<file path="src/rtl/cam_pkg.sv">
// Shared types for the cam_alloc tag CAM.
//   cam_state_e  : control FSM states (idle / sequential flush)
//   cam_result_t : lookup result (found flag, entry index, entry data).
//                  The fields are sized for the widest supported build.
//                  Each instance uses only the low bits it needs.
package cam_pkg;

   localparam int CAM_IDX_MAX  = 16;
   localparam int CAM_DATA_MAX = 64;

   typedef enum logic {
      CAM_IDLE  = 1'b0,
      CAM_FLUSH = 1'b1
   } cam_state_e;

   typedef struct packed {
      logic                    found;
      logic [CAM_IDX_MAX-1:0]  index;
      logic [CAM_DATA_MAX-1:0] data;
   } cam_result_t;

endpackage

</file>
<file path="src/rtl/cam_alloc_if.sv">
// Request/response bundle for cam_alloc.
//   master : requester side. It drives read, write_ (active-low), inval,
//            flush, check_tag, new_tag and wdata.
//   slave  : CAM side. It drives the lookup result (data, found_it,
//            hit_index, rvalid), the occupancy flags (full, empty, count),
//            busy and wr_drop.
interface cam_alloc_if #(
   parameter int BITS      = 8,
   parameter int TAG_SZ    = 8,
   parameter int ADDR_LEFT = 2
);
   logic                 read;
   logic                 write_;
   logic                 inval;
   logic                 flush;
   logic [TAG_SZ-1:0]    check_tag;
   logic [TAG_SZ-1:0]    new_tag;
   logic [BITS-1:0]      wdata;
   logic [BITS-1:0]      data;
   logic                 found_it;
   logic [ADDR_LEFT:0]   hit_index;
   logic                 rvalid;
   logic                 full;
   logic                 empty;
   logic [ADDR_LEFT+1:0] count;
   logic                 busy;
   logic                 wr_drop;

   modport master (
      output read, write_, inval, flush, check_tag, new_tag, wdata,
      input  data, found_it, hit_index, rvalid, full, empty, count, busy, wr_drop
   );

   modport slave (
      input  read, write_, inval, flush, check_tag, new_tag, wdata,
      output data, found_it, hit_index, rvalid, full, empty, count, busy, wr_drop
   );
endinterface

</file>
<file path="src/rtl/cam_prio_enc.sv">
// Lowest-index priority encoder.
//   vec : request vector
//   any : at least one bit of vec is set
//   idx : index of the lowest set bit (0 when any=0)
module cam_prio_enc #(
   parameter int N  = 8,
   parameter int IW = 3
) (
   input  logic [N-1:0]  vec,
   output logic          any,
   output logic [IW-1:0] idx
);

   // Scan from the top down so the lowest set bit is the last one written.
   always_comb begin
      any = 1'b0;
      idx = '0;
      for (int i = N - 1; i >= 0; i--) begin
         if (vec[i]) begin
            any = 1'b1;
            idx = IW'(i);
         end
      end
   end

endmodule

</file>
<file path="src/rtl/cam_alloc.sv">
// cam_alloc: small fully-associative tag CAM with allocate-on-write.
//   clk, rst : rising-edge clock and synchronous active-high reset
//   bus      : cam_alloc_if.slave. It carries the requests (read, write_,
//              inval, flush, tags, wdata) and the responses (registered
//              lookup result, rvalid, full/empty/count, busy, wr_drop).
// Lookup has a latency of one cycle and sees the contents from before any
// write or inval in the same cycle. A write updates a matching entry in
// place. Otherwise it fills the lowest free entry. A flush clears one
// entry per cycle and ignores all requests while busy.
// Build option: define CAM_RR_EVICT_EN to replace a round-robin victim
// when a write misses on a full CAM. Without it, such a write is dropped
// and wr_drop pulses.
module cam_alloc
   import cam_pkg::*;
#(
   parameter int WORDS     = 8,
   parameter int BITS      = 8,
   parameter int TAG_SZ    = 8,
   parameter int ADDR_LEFT = $clog2(WORDS) - 1
) (
   input logic        clk,
   input logic        rst,
   cam_alloc_if.slave bus
);

   localparam int IW = ADDR_LEFT + 1;
   localparam int CW = ADDR_LEFT + 2;

   function automatic logic [CW-1:0] popcount(input logic [WORDS-1:0] v);
      logic [CW-1:0] n;
      n = '0;
      for (int i = 0; i < WORDS; i++) n = n + CW'(v[i]);
      return n;
   endfunction

   cam_state_e        state_q, state_d;
   logic [IW-1:0]     flush_ptr_q, flush_ptr_d;
   logic [WORDS-1:0]  valid_q, valid_d;
   logic [TAG_SZ-1:0] tag_q [WORDS];
   logic [BITS-1:0]   mem_q [WORDS];

   logic [WORDS-1:0]  look_match, wr_match, free_vec;
   logic              look_any, free_any, wr_hit;
   logic [IW-1:0]     look_idx, free_idx, new_idx;
   logic              rd_take, upd_en, new_en, drop_d;
   logic [CW-1:0]     count_d, count_q;
   logic              full_q, empty_q;

   cam_result_t       res_d, res_p1;
   logic              vld_p1, drop_p1;
   logic              unused_res_pad;

`ifdef CAM_RR_EVICT_EN
   logic [IW-1:0]     victim_q;
   logic              victim_adv;
`endif

   always_comb begin
      look_match = '0;
      wr_match   = '0;
      for (int i = 0; i < WORDS; i++) begin
         look_match[i] = valid_q[i] && (tag_q[i] == bus.check_tag);
         wr_match[i]   = valid_q[i] && (tag_q[i] == bus.new_tag);
      end
   end

   // A tag is only allocated when it misses, so at most one entry can match
   // new_tag. An in-place update therefore needs no encoder.
   assign wr_hit   = |wr_match;
   assign free_vec = ~valid_q;

   cam_prio_enc #(.N(WORDS), .IW(IW)) u_look_enc (
      .vec (look_match),
      .any (look_any),
      .idx (look_idx)
   );

   cam_prio_enc #(.N(WORDS), .IW(IW)) u_free_enc (
      .vec (free_vec),
      .any (free_any),
      .idx (free_idx)
   );

   always_comb begin
      state_d     = state_q;
      flush_ptr_d = flush_ptr_q;
      valid_d     = valid_q;
      rd_take     = 1'b0;
      upd_en      = 1'b0;
      new_en      = 1'b0;
      new_idx     = free_idx;
      drop_d      = 1'b0;
`ifdef CAM_RR_EVICT_EN
      victim_adv  = 1'b0;
`endif
      case (state_q)
         CAM_IDLE: begin
            rd_take = bus.read;
            if (bus.flush) begin
               state_d     = CAM_FLUSH;
               flush_ptr_d = '0;
            end else if (!bus.write_) begin
               if (wr_hit) begin
                  upd_en = 1'b1;
               end else if (free_any) begin
                  new_en = 1'b1;
               end else begin
`ifdef CAM_RR_EVICT_EN
                  new_en     = 1'b1;
                  new_idx    = victim_q;
                  victim_adv = 1'b1;
`else
                  drop_d     = 1'b1;
`endif
               end
               if (new_en) valid_d[new_idx] = 1'b1;
            end else if (bus.inval) begin
               valid_d = valid_q & ~look_match;
            end
         end
         CAM_FLUSH: begin
            valid_d[flush_ptr_q] = 1'b0;
            flush_ptr_d          = flush_ptr_q + IW'(1);
            if (flush_ptr_q == IW'(WORDS - 1)) state_d = CAM_IDLE;
         end
         default: state_d = CAM_IDLE;
      endcase
   end

   assign count_d = popcount(valid_d);

   always_comb begin
      res_d       = '0;
      res_d.found = look_any;
      res_d.index = CAM_IDX_MAX'(look_idx);
      if (look_any) res_d.data = CAM_DATA_MAX'(mem_q[look_idx]);
   end

   // ---- stage p1: registered state, occupancy flags and lookup result ----
   always_ff @(posedge clk) begin
      if (rst) begin
         state_q     <= CAM_IDLE;
         flush_ptr_q <= '0;
         valid_q     <= '0;
         count_q     <= '0;
         full_q      <= 1'b0;
         empty_q     <= 1'b1;
         vld_p1      <= 1'b0;
         drop_p1     <= 1'b0;
         res_p1      <= '0;
      end else begin
         state_q     <= state_d;
         flush_ptr_q <= flush_ptr_d;
         valid_q     <= valid_d;
         count_q     <= count_d;
         full_q      <= (count_d == CW'(WORDS));
         empty_q     <= (count_d == '0);
         vld_p1      <= rd_take;
         drop_p1     <= drop_d;
         if (rd_take) res_p1 <= res_d;
      end
   end

   // Tag and data storage is not reset. The valid bits alone define the
   // contents.
   always_ff @(posedge clk) begin
      for (int i = 0; i < WORDS; i++) begin
         if (upd_en && wr_match[i]) mem_q[i] <= bus.wdata;
         if (new_en && (new_idx == IW'(i))) begin
            tag_q[i] <= bus.new_tag;
            mem_q[i] <= bus.wdata;
         end
      end
   end

`ifdef CAM_RR_EVICT_EN
   // The victim pointer wraps naturally because WORDS is a power of two.
   always_ff @(posedge clk) begin
      if (rst)             victim_q <= '0;
      else if (victim_adv) victim_q <= victim_q + IW'(1);
   end
`endif

   assign bus.data      = res_p1.data[BITS-1:0];
   assign bus.found_it  = res_p1.found;
   assign bus.hit_index = res_p1.index[IW-1:0];
   assign bus.rvalid    = vld_p1;
   assign bus.full      = full_q;
   assign bus.empty     = empty_q;
   assign bus.count     = count_q;
   assign bus.busy      = (state_q == CAM_FLUSH);
   assign bus.wr_drop   = drop_p1;

   // The high bits of the shared result struct above BITS/IW are never read.
   assign unused_res_pad = ^res_p1;

endmodule

</file>
<file path="src/flat_wrapper.sv">
// flat-port wrapper written by rule: the top's interface ports become plain ports
module cam_alloc_flat import cam_pkg::*;
#(
   parameter int WORDS     = 8,
   parameter int BITS      = 8,
   parameter int TAG_SZ    = 8,
   parameter int ADDR_LEFT = $clog2(WORDS) - 1
)
  (clk, rst, bus_read, bus_write_, bus_inval, bus_flush, bus_check_tag, bus_new_tag, bus_wdata, bus_data, bus_found_it, bus_hit_index, bus_rvalid, bus_full, bus_empty, bus_count, bus_busy, bus_wr_drop);
  cam_alloc_if #(.BITS(BITS), .TAG_SZ(TAG_SZ), .ADDR_LEFT(ADDR_LEFT)) bus_i ();
  input logic clk;
  input logic rst;
  input wire logic [$bits(bus_i.read)-1:0] bus_read;
  input wire logic [$bits(bus_i.write_)-1:0] bus_write_;
  input wire logic [$bits(bus_i.inval)-1:0] bus_inval;
  input wire logic [$bits(bus_i.flush)-1:0] bus_flush;
  input wire logic [$bits(bus_i.check_tag)-1:0] bus_check_tag;
  input wire logic [$bits(bus_i.new_tag)-1:0] bus_new_tag;
  input wire logic [$bits(bus_i.wdata)-1:0] bus_wdata;
  output wire logic [$bits(bus_i.data)-1:0] bus_data;
  output wire logic [$bits(bus_i.found_it)-1:0] bus_found_it;
  output wire logic [$bits(bus_i.hit_index)-1:0] bus_hit_index;
  output wire logic [$bits(bus_i.rvalid)-1:0] bus_rvalid;
  output wire logic [$bits(bus_i.full)-1:0] bus_full;
  output wire logic [$bits(bus_i.empty)-1:0] bus_empty;
  output wire logic [$bits(bus_i.count)-1:0] bus_count;
  output wire logic [$bits(bus_i.busy)-1:0] bus_busy;
  output wire logic [$bits(bus_i.wr_drop)-1:0] bus_wr_drop;
  assign bus_i.read = bus_read;
  assign bus_i.write_ = bus_write_;
  assign bus_i.inval = bus_inval;
  assign bus_i.flush = bus_flush;
  assign bus_i.check_tag = bus_check_tag;
  assign bus_i.new_tag = bus_new_tag;
  assign bus_i.wdata = bus_wdata;
  assign bus_data = bus_i.data;
  assign bus_found_it = bus_i.found_it;
  assign bus_hit_index = bus_i.hit_index;
  assign bus_rvalid = bus_i.rvalid;
  assign bus_full = bus_i.full;
  assign bus_empty = bus_i.empty;
  assign bus_count = bus_i.count;
  assign bus_busy = bus_i.busy;
  assign bus_wr_drop = bus_i.wr_drop;
  cam_alloc #(.WORDS(WORDS), .BITS(BITS), .TAG_SZ(TAG_SZ), .ADDR_LEFT(ADDR_LEFT)) u_core (.clk(clk), .rst(rst), .bus(bus_i));
endmodule
</file>
<file path="config.mk">
export PLATFORM = sky130hd
export DESIGN_NAME = cam_alloc_flat
export DESIGN_NICKNAME = d
export VERILOG_FILES = /design/src/rtl/cam_pkg.sv /design/src/rtl/cam_alloc_if.sv /design/src/rtl/cam_prio_enc.sv /design/src/rtl/cam_alloc.sv /design/src/flat_wrapper.sv
export SDC_FILE = /design/constraint.sdc
export NUM_CORES = 1
export LEC_CHECK = 0
export ABC_AREA = 1
export CORE_MARGIN = 3
export CORE_UTILIZATION = 60
export DETAILED_ROUTE_END_ITERATION = 16
export PLACE_DENSITY = 0.8
export SLEW_MARGIN = 10
export SYNTH_ARGS = -nofsm -noshare
export SYNTH_HDL_FRONTEND = slang
export SYNTH_SLANG_ARGS = --single-unit
</file>
<file path="constraint.sdc">
create_clock -name clk -period 5.5 [get_ports clk]
set_input_delay 1.1 -clock clk [delete_from_list [all_inputs] [get_ports clk]]
set_output_delay 1.1 -clock clk [all_outputs]
set_load 0.005 [all_outputs]
</file>
**Word level (Yosys, flattened, before mapping)**

Memories as Yosys holds them, arrays and structs flattened.
Cells that the tools add are included.

- Register bits after elaboration: 32
- Bits in writable memories: 128
- Bits of input ports: 30
- Output and inout bits: 21
- Logic and storage cells: 233
- Memories kept: 2

Memories:

| name | depth | bits a word | read ports | clocked after Yosys merged registers in | write ports | RTL line | text |
|---|---|---|---|---|---|---|---|
| u_core.mem_q | 8 | 8 | 1 | 0 | 8 | cam_alloc.sv:40 | `logic [BITS-1:0] mem_q [WORDS];` |
| u_core.tag_q | 8 | 8 | 8 | 0 | 1 | cam_alloc.sv:39 | `logic [TAG_SZ-1:0] tag_q [WORDS];` |

- Add/sub/neg operators: 8
- Order comparisons: 4
- Eq/ne operators: 26
- Mux-type cells: 122
- Bitwise logic cells: 15
- Reductions and logical operators: 45

Operators by type and width:

| cell | count |
|---|---|
| $mux 8 | 20 |
| $eq 8x8->1 | 16 |
| $mux 1 | 73 |
| $mux 3 | 24 |
| $reduce_or 8->1 | 8 |
| $logic_and 1x1->1 | 34 |
| $add 4x1->4 | 6 |
| $not 8->8 | 3 |
| $and 8x8->8 | 2 |
| $pmux 8 s2 | 1 |
| $eq 3x3->1 const B | 5 |
| $reduce_or 12->1 | 1 |
| $lt 3x4->1 const B | 2 |
| $or 1x1->1 | 8 |
| $or 8x8->8 | 1 |
| $demux 1 s3 | 2 |
| $eq 3x2->1 const B | 2 |
| $ge 3x1->1 const B | 2 |
| $pmux 3 s2 | 1 |
| $eq 4x4->1 const B | 1 |
| $logic_not 4->1 | 1 |
| $add 3x1->3 const B | 1 |
| $eq 3x1->1 const B | 1 |
| $logic_not 3->1 | 1 |
| other kinds (4) | 4 |

**Depth between registers and ports, before layout**

- Word-level depth: 28
- Gate-level depth with buffers: 26
- Gate-level depth less buffers: 24

**Modules after synthesis**

From an unflattened synthesis, not the netlist that was laid out.

- Cells, all modules: 1077
- Area, all modules: 8775.9 um2

Modules (own cells, without submodules):

| module | instances | cells an instance | area each (um2) | sequential area each (um2) |
|---|---|---|---|---|
| cam_alloc | 1 | 1033 | 8578.2 | 4484.3 |
| cam_prio_enc | 2 | 22 | 98.8 | 0.0 |

**Worst setup path before layout**

OpenSTA, ideal clock, no wires.

- Kind: input to register
- From: input bus_new_tag[0]
- To: register u_core.empty_q (netlist: u_core.bus.empty)
- Setup time: 74 ps
- Arrival time: 5031 ps
- Required time: 5426 ps
- Path slack: 395 ps
- Stages: 24
- Path buffers: 2
- Path through: buf_4 inv_1 nor2_1 nor3_1 o211ai_1 nor4_1 nor2_1 nand2_1 nor2_1 buf_4 o22ai_1 nand2_1 nand2_1 inv_1 ha_1 fa_1 fa_1 inv_1 fa_1 inv_1 fa_1 inv_1 nand3_1 o21ai_0

- Cells in the longest elaborated chain, start to end: 19
- Elaborated cells between the ends (all ways): 33
- Those cells by class: 7 x add/sub; 8 x eq/ne; 8 x mux; 10 x reduce/logical

RTL lines:

| what | RTL line | text |
|---|---|---|
| start, declared | flat_wrapper.sv:18 | `input wire logic [$bits(bus_i.new_tag)-1:0] bus_new_tag;` |
| $eq 8x8->1 | cam_alloc.sv:63 | `wr_match[i] = valid_q[i] && (tag_q[i] == bus.new_tag);` |
| $logic_and 1x1->1 | cam_alloc.sv:63 |  |
| $reduce_or 8->1 * | cam_alloc.sv:69 | `assign wr_hit = \|wr_match;` |
| $mux 1 * | cam_alloc.sv:103 | `if (wr_hit) begin` |
| $mux 1 * | cam_alloc.sv:102 | `end else if (!bus.write_) begin` |
| $mux 1 * | cam_alloc.sv:99 | `if (bus.flush) begin` |
| $mux 1 * | cam_alloc.sv:96 | `case (state_q)` |
| $mux 8 * | cam_alloc.sv:116 | `if (new_en) valid_d[new_idx] = 1'b1;` |
| $mux 8 * | cam_alloc.sv:102 |  |
| $mux 8 * | cam_alloc.sv:99 |  |
| $pmux 8 s2 * | cam_alloc.sv:96 |  |
| net u_core.valid_d[0] | cam_alloc.sv:38 | `logic [WORDS-1:0] valid_q, valid_d;` |
| $add 1x1->2 * | cam_alloc.sv:32 | `for (int i = 0; i < WORDS; i++) n = n + CW'(v[i]);` |
| $add 4x1->4 * (6 in series) | cam_alloc.sv:32 |  |
| net u_core.count_d[1] | cam_alloc.sv:46 | `logic [CW-1:0] count_d, count_q;` |
| $logic_not 4->1 * | cam_alloc.sv:157 | `empty_q <= (count_d == '0);` |
| end signal, assigned | cam_alloc.sv:157 |  |
| end, declared | cam_alloc.sv:47 | `logic full_q, empty_q;` |

Mark *: on every way through the listed nets, which the timed path passes. The rest lies on a longest branch. The select of a mux whose other input is x is not followed.
A chain may end at the register's enable or synchronous reset.

**Worst setup path after layout**

- From: input bus_new_tag[5]
- To: register u_core.empty_q (netlist: u_core.bus.empty)

The elaborated chain is that of the path after synthesis.

==> metrics.md <==
| Metric | Value |
|---|---|
| Outcome | finished clean |
| Clk_lat worst skew | 0.43 ns |
| DP HPWL | 15,200 um |
| DR WL/cell | 19.1 um |
| Clk pwr share | 0.432 |
| Via density | 5.78 |
| Startpoint types | input pin |
| Final std cells w/o fill | 1,129 |
| Placed cell areas | 0.00925 mm2 |
| Post-Place Cells | 1,097 |
| Logic pwr share | 0.087 |
| Core ar. | 0.0133 mm2 |
| Number of detailed-route iterations in the first pass | 6 |
| DRT antenna net count | 0 |
| Internal | 2.11 mW |
| CTS sink count | 160 |
| Critical path, cell by cell | clkdlybuf4s50_1 > inv_2 > buf_4 > o21ai_0 > nor2_2 > o2111ai_2 > nor4_4 > inv_2 > nand4_1 > nor2_4 > o22ai_2 > nand2_1 > nand2_1 > inv_1 > ha_1 > fa_1 > fa_1 > inv_1 > fa_1 > inv_2 > fa_1 > inv_1 > nand3_1 > o21ai_1 |
| Net count after synthesis | 871 |
| Number of hold buffers added after cts | 0 |
| Worst-margin pin slew | 1.20 ns |
| Setup Crit Path Kind | input pin to flip-flop |
| Top-Level Pins | 51 |
| Dominant synthesized flop cell | edfxtp_1 |
| Hold Fails Final Rpt | 0 |
| H-tree lvl count | 4 |
| Mapped Cells | 832 |
| GRT Overall Usage | 0.294 |
| Dominant cell type by area after synthesis | edfxtp_1 |
| Post-Syn Area | 0.00820 mm2 |
| Most common cell in the netlist | nand2_1 |
| Post-CTS Repair Setup Buffers | 0 |
| Worst Setup Slack, final | 0.229 ns |
| Seq/Total Area, Yosys | 0.547 |
| Die height | 123 um |
| Clock transition at the registers of the reported paths | 0.06 ns |
| Top cells by count, synth | nand2_1 (145), edfxtp_1 (128), inv_1 (92), nand3_1 (92), xnor2_1 (60) |
| Fin nets | 979 |
| Clk root buf | clkbuf_16 |
| Die Area | 0.0151 mm2 |
| Chip width | 123 um |
| CTS max path bufs | 2 |
| RSZ-0062 raised after global routing | false |
| FF+latch count, synth | 160 |
| CTS buffer count | 17 |
| Vias post-DR | 6,529 |
| Unique masters post-synth | 43 |
| Max stage delay on crit path | 0.55 ns |
| Grt ovf | 0 |
| Final period util | 0.958 |
| Placer Congestion | 0.977 |
| Drc violations | 0 |
| Dpl ws | -0.380 ns |
| Fmax | 190 MHz |
| Asr flop ratio synth | 0 |
| Layout cells sized above 1 | 0.152 |
| Shortest period the worst path allows | 5.27 ns |
| Vias in the first global route | 6,269 |
| First-pass GRT wire length | 33,000 um |
| FILL cells | 922 |
| Slew Limit Headroom | 0.193 |
| ANT cells | 0 |
| CP required | 5.85 ns |
| Share of Yosys cell area claimed by the top area cell type | 0.469 |
| P&R area growth vs syn | 21.2% |
| Pwr/cell area | 278 mW/mm2 |
| Crit end category | flip-flop |
| Switch Pwr | 653 uW |
| Design Power | 2.77 mW |
| Buf+Inv Stages, Crit Path | 8 |
| Fin Hold WS | 0.478 ns |
| Setup TNS | 0 ns |
| Peak VDD IR | 204 uV |
| Initial antenna violation count | 0 |
| Pleak | 3.88 nW |
| Max Slew Vio Count | 0 |
| CP dominant cell by count | fa_1 |
| Routed WL | 21,600 um |
| Rows | 42 |
| Sw frac | 0.236 |
| EDFF count, synth | 128 |
| Max-Cap Viols | 0 |
| Post-layout util | 0.748 |
| Initial core utilization | 0.617 |
| Initial DRC count | 641 |
| # setup viols final | 0 |
| Top delay family on crit path | adder cells |
| Worst Skew | 0.0114 ns |
| Reg power frac | 0.482 |
| Synth top area cells | edfxtp_1 (47%), dfxtp_1 (7.8%), nand2_1 (6.6%) |
| CP max FO | 6 |
| CP arrival | 5.62 ns |
| Crit-path slowest cell | fa_1 |
| CTS tree | done |
| Port Buf Inserts | 50 |
| Hold/Removal Path Class | flip-flop to flip-flop |
| Pin count of the biggest net entering global routing | 35 |
| Design area | 0.00994 mm2 |
| Synth warn | 0 |
| Synthesized area per cell | 9.86 um2 |
-- sequential cells by signal, summed over array words and instances (netlist names), 3 cells and up --
signal	cells
u_core.tag_q	64
u_core.bus.count	4
u_core.bus.data	8
u_core.valid_q	8
u_core.mem_q	64
u_core.flush_ptr_q	3
u_core.bus.hit_index	3
-- worst paths after layout --
| kind | from | end | slack [ns] | cells after the start |
|---|---|---|---|---|
| hold / removal | u_core.bus.data[5] | u_core.bus.data[5] | 0.48 | 2 |
| setup / recovery | bus_new_tag[5] | u_core.bus.empty | 0.23 | 24 |
| hold reg to reg | u_core.bus.data[5] | u_core.bus.data[5] | 0.48 | 2 |
| setup reg to reg | u_core.tag_q[0][1] | u_core.bus.empty | 1.03 | 21 |
-- cells by family (layout without fill, tap and decap cells) --
family	after synthesis	after routing	synth area share
flip-flops	160	160	0.547
AO/OA/AOI/OAI	82	82	0.0598
buffers and inverters	133	254	0.0746
adder cells (fa/ha/maj)	9	9	0.0174
AND/OR/NAND/NOR	358	358	0.206
XOR/XNOR	90	90	0.0961
-- worst reg2reg max path, delay by kind of cell, from the launching register on --
family | cells | cell delay [ns]
simple gates | 9 | 1.13
xor+xnor | 1 | 0.20
fa+ha+maj | 5 | 2.15
buf+inv | 4 | 0.27
flops | 1 | 0.43
compound gates | 2 | 0.21
-- metal layers --
layer | global-route usage | vias to the layer above | wire length, um
li1 | - | 3019 | -
met1 | 0.355 | 3077 | 8270
met2 | 0.506 | 350 | 10800
met3 | 0.0508 | 83 | 1500
met4 | 0.150 | 0 | 983
met5 | 0 | - | 0
-- repair_timing --
item,CTS,global route
pin swaps,0,6
setup endpoints to repair,1,4
resized for setup,2,22
-- cell type report --
cell class	instances	area (um2)	area share
inverter	101	384	0.0386
clock buffer	18	429	0.0432
timing repair buffer	121	1070	0.108
sequential	160	4480	0.451
tap	176	220	0.0221
clock inverter	14	175	0.0176
multi-input combinational	539	3180	0.320
-- cell usage in the layout (no fill, tap or decap), types with 5 or more instances in the layout --
cell type / Yosys / layout
nand3b_1: 17 / 17
o21ai_0: 17 / 16
buf_4: 10 / 67
nand2_1: 145 / 145
inv_2: 9 / 10
inv_1: 92 / 89
clkdlybuf4s50_1: 0 / 47
nand3_1: 92 / 92
xor2_1: 30 / 30
dfxtp_1: 32 / 32
a21oi_1: 34 / 34
nand4_1: 13 / 13
edfxtp_1: 128 / 128
xnor2_1: 60 / 60
clkbuf_16: 0 / 17
nor3_1: 12 / 10
ha_1: 5 / 5
nor3_2: 3 / 5
o22ai_1: 10 / 9
nor2_1: 53 / 51
-- power by group through the flow --
stage	clock network, mW	logic [mW]	registers, mW
3_3_place_gp	0	0.224	1.36
2_1_floorplan	0	0.119	1.36
3_5_place_dp	0	0.229	1.36
6_report	1.19	0.239	1.33
5_1_grt	1.25	0.259	1.33
4_1_cts	1.20	0.233	1.33
(Power assumes the default switching activity.)
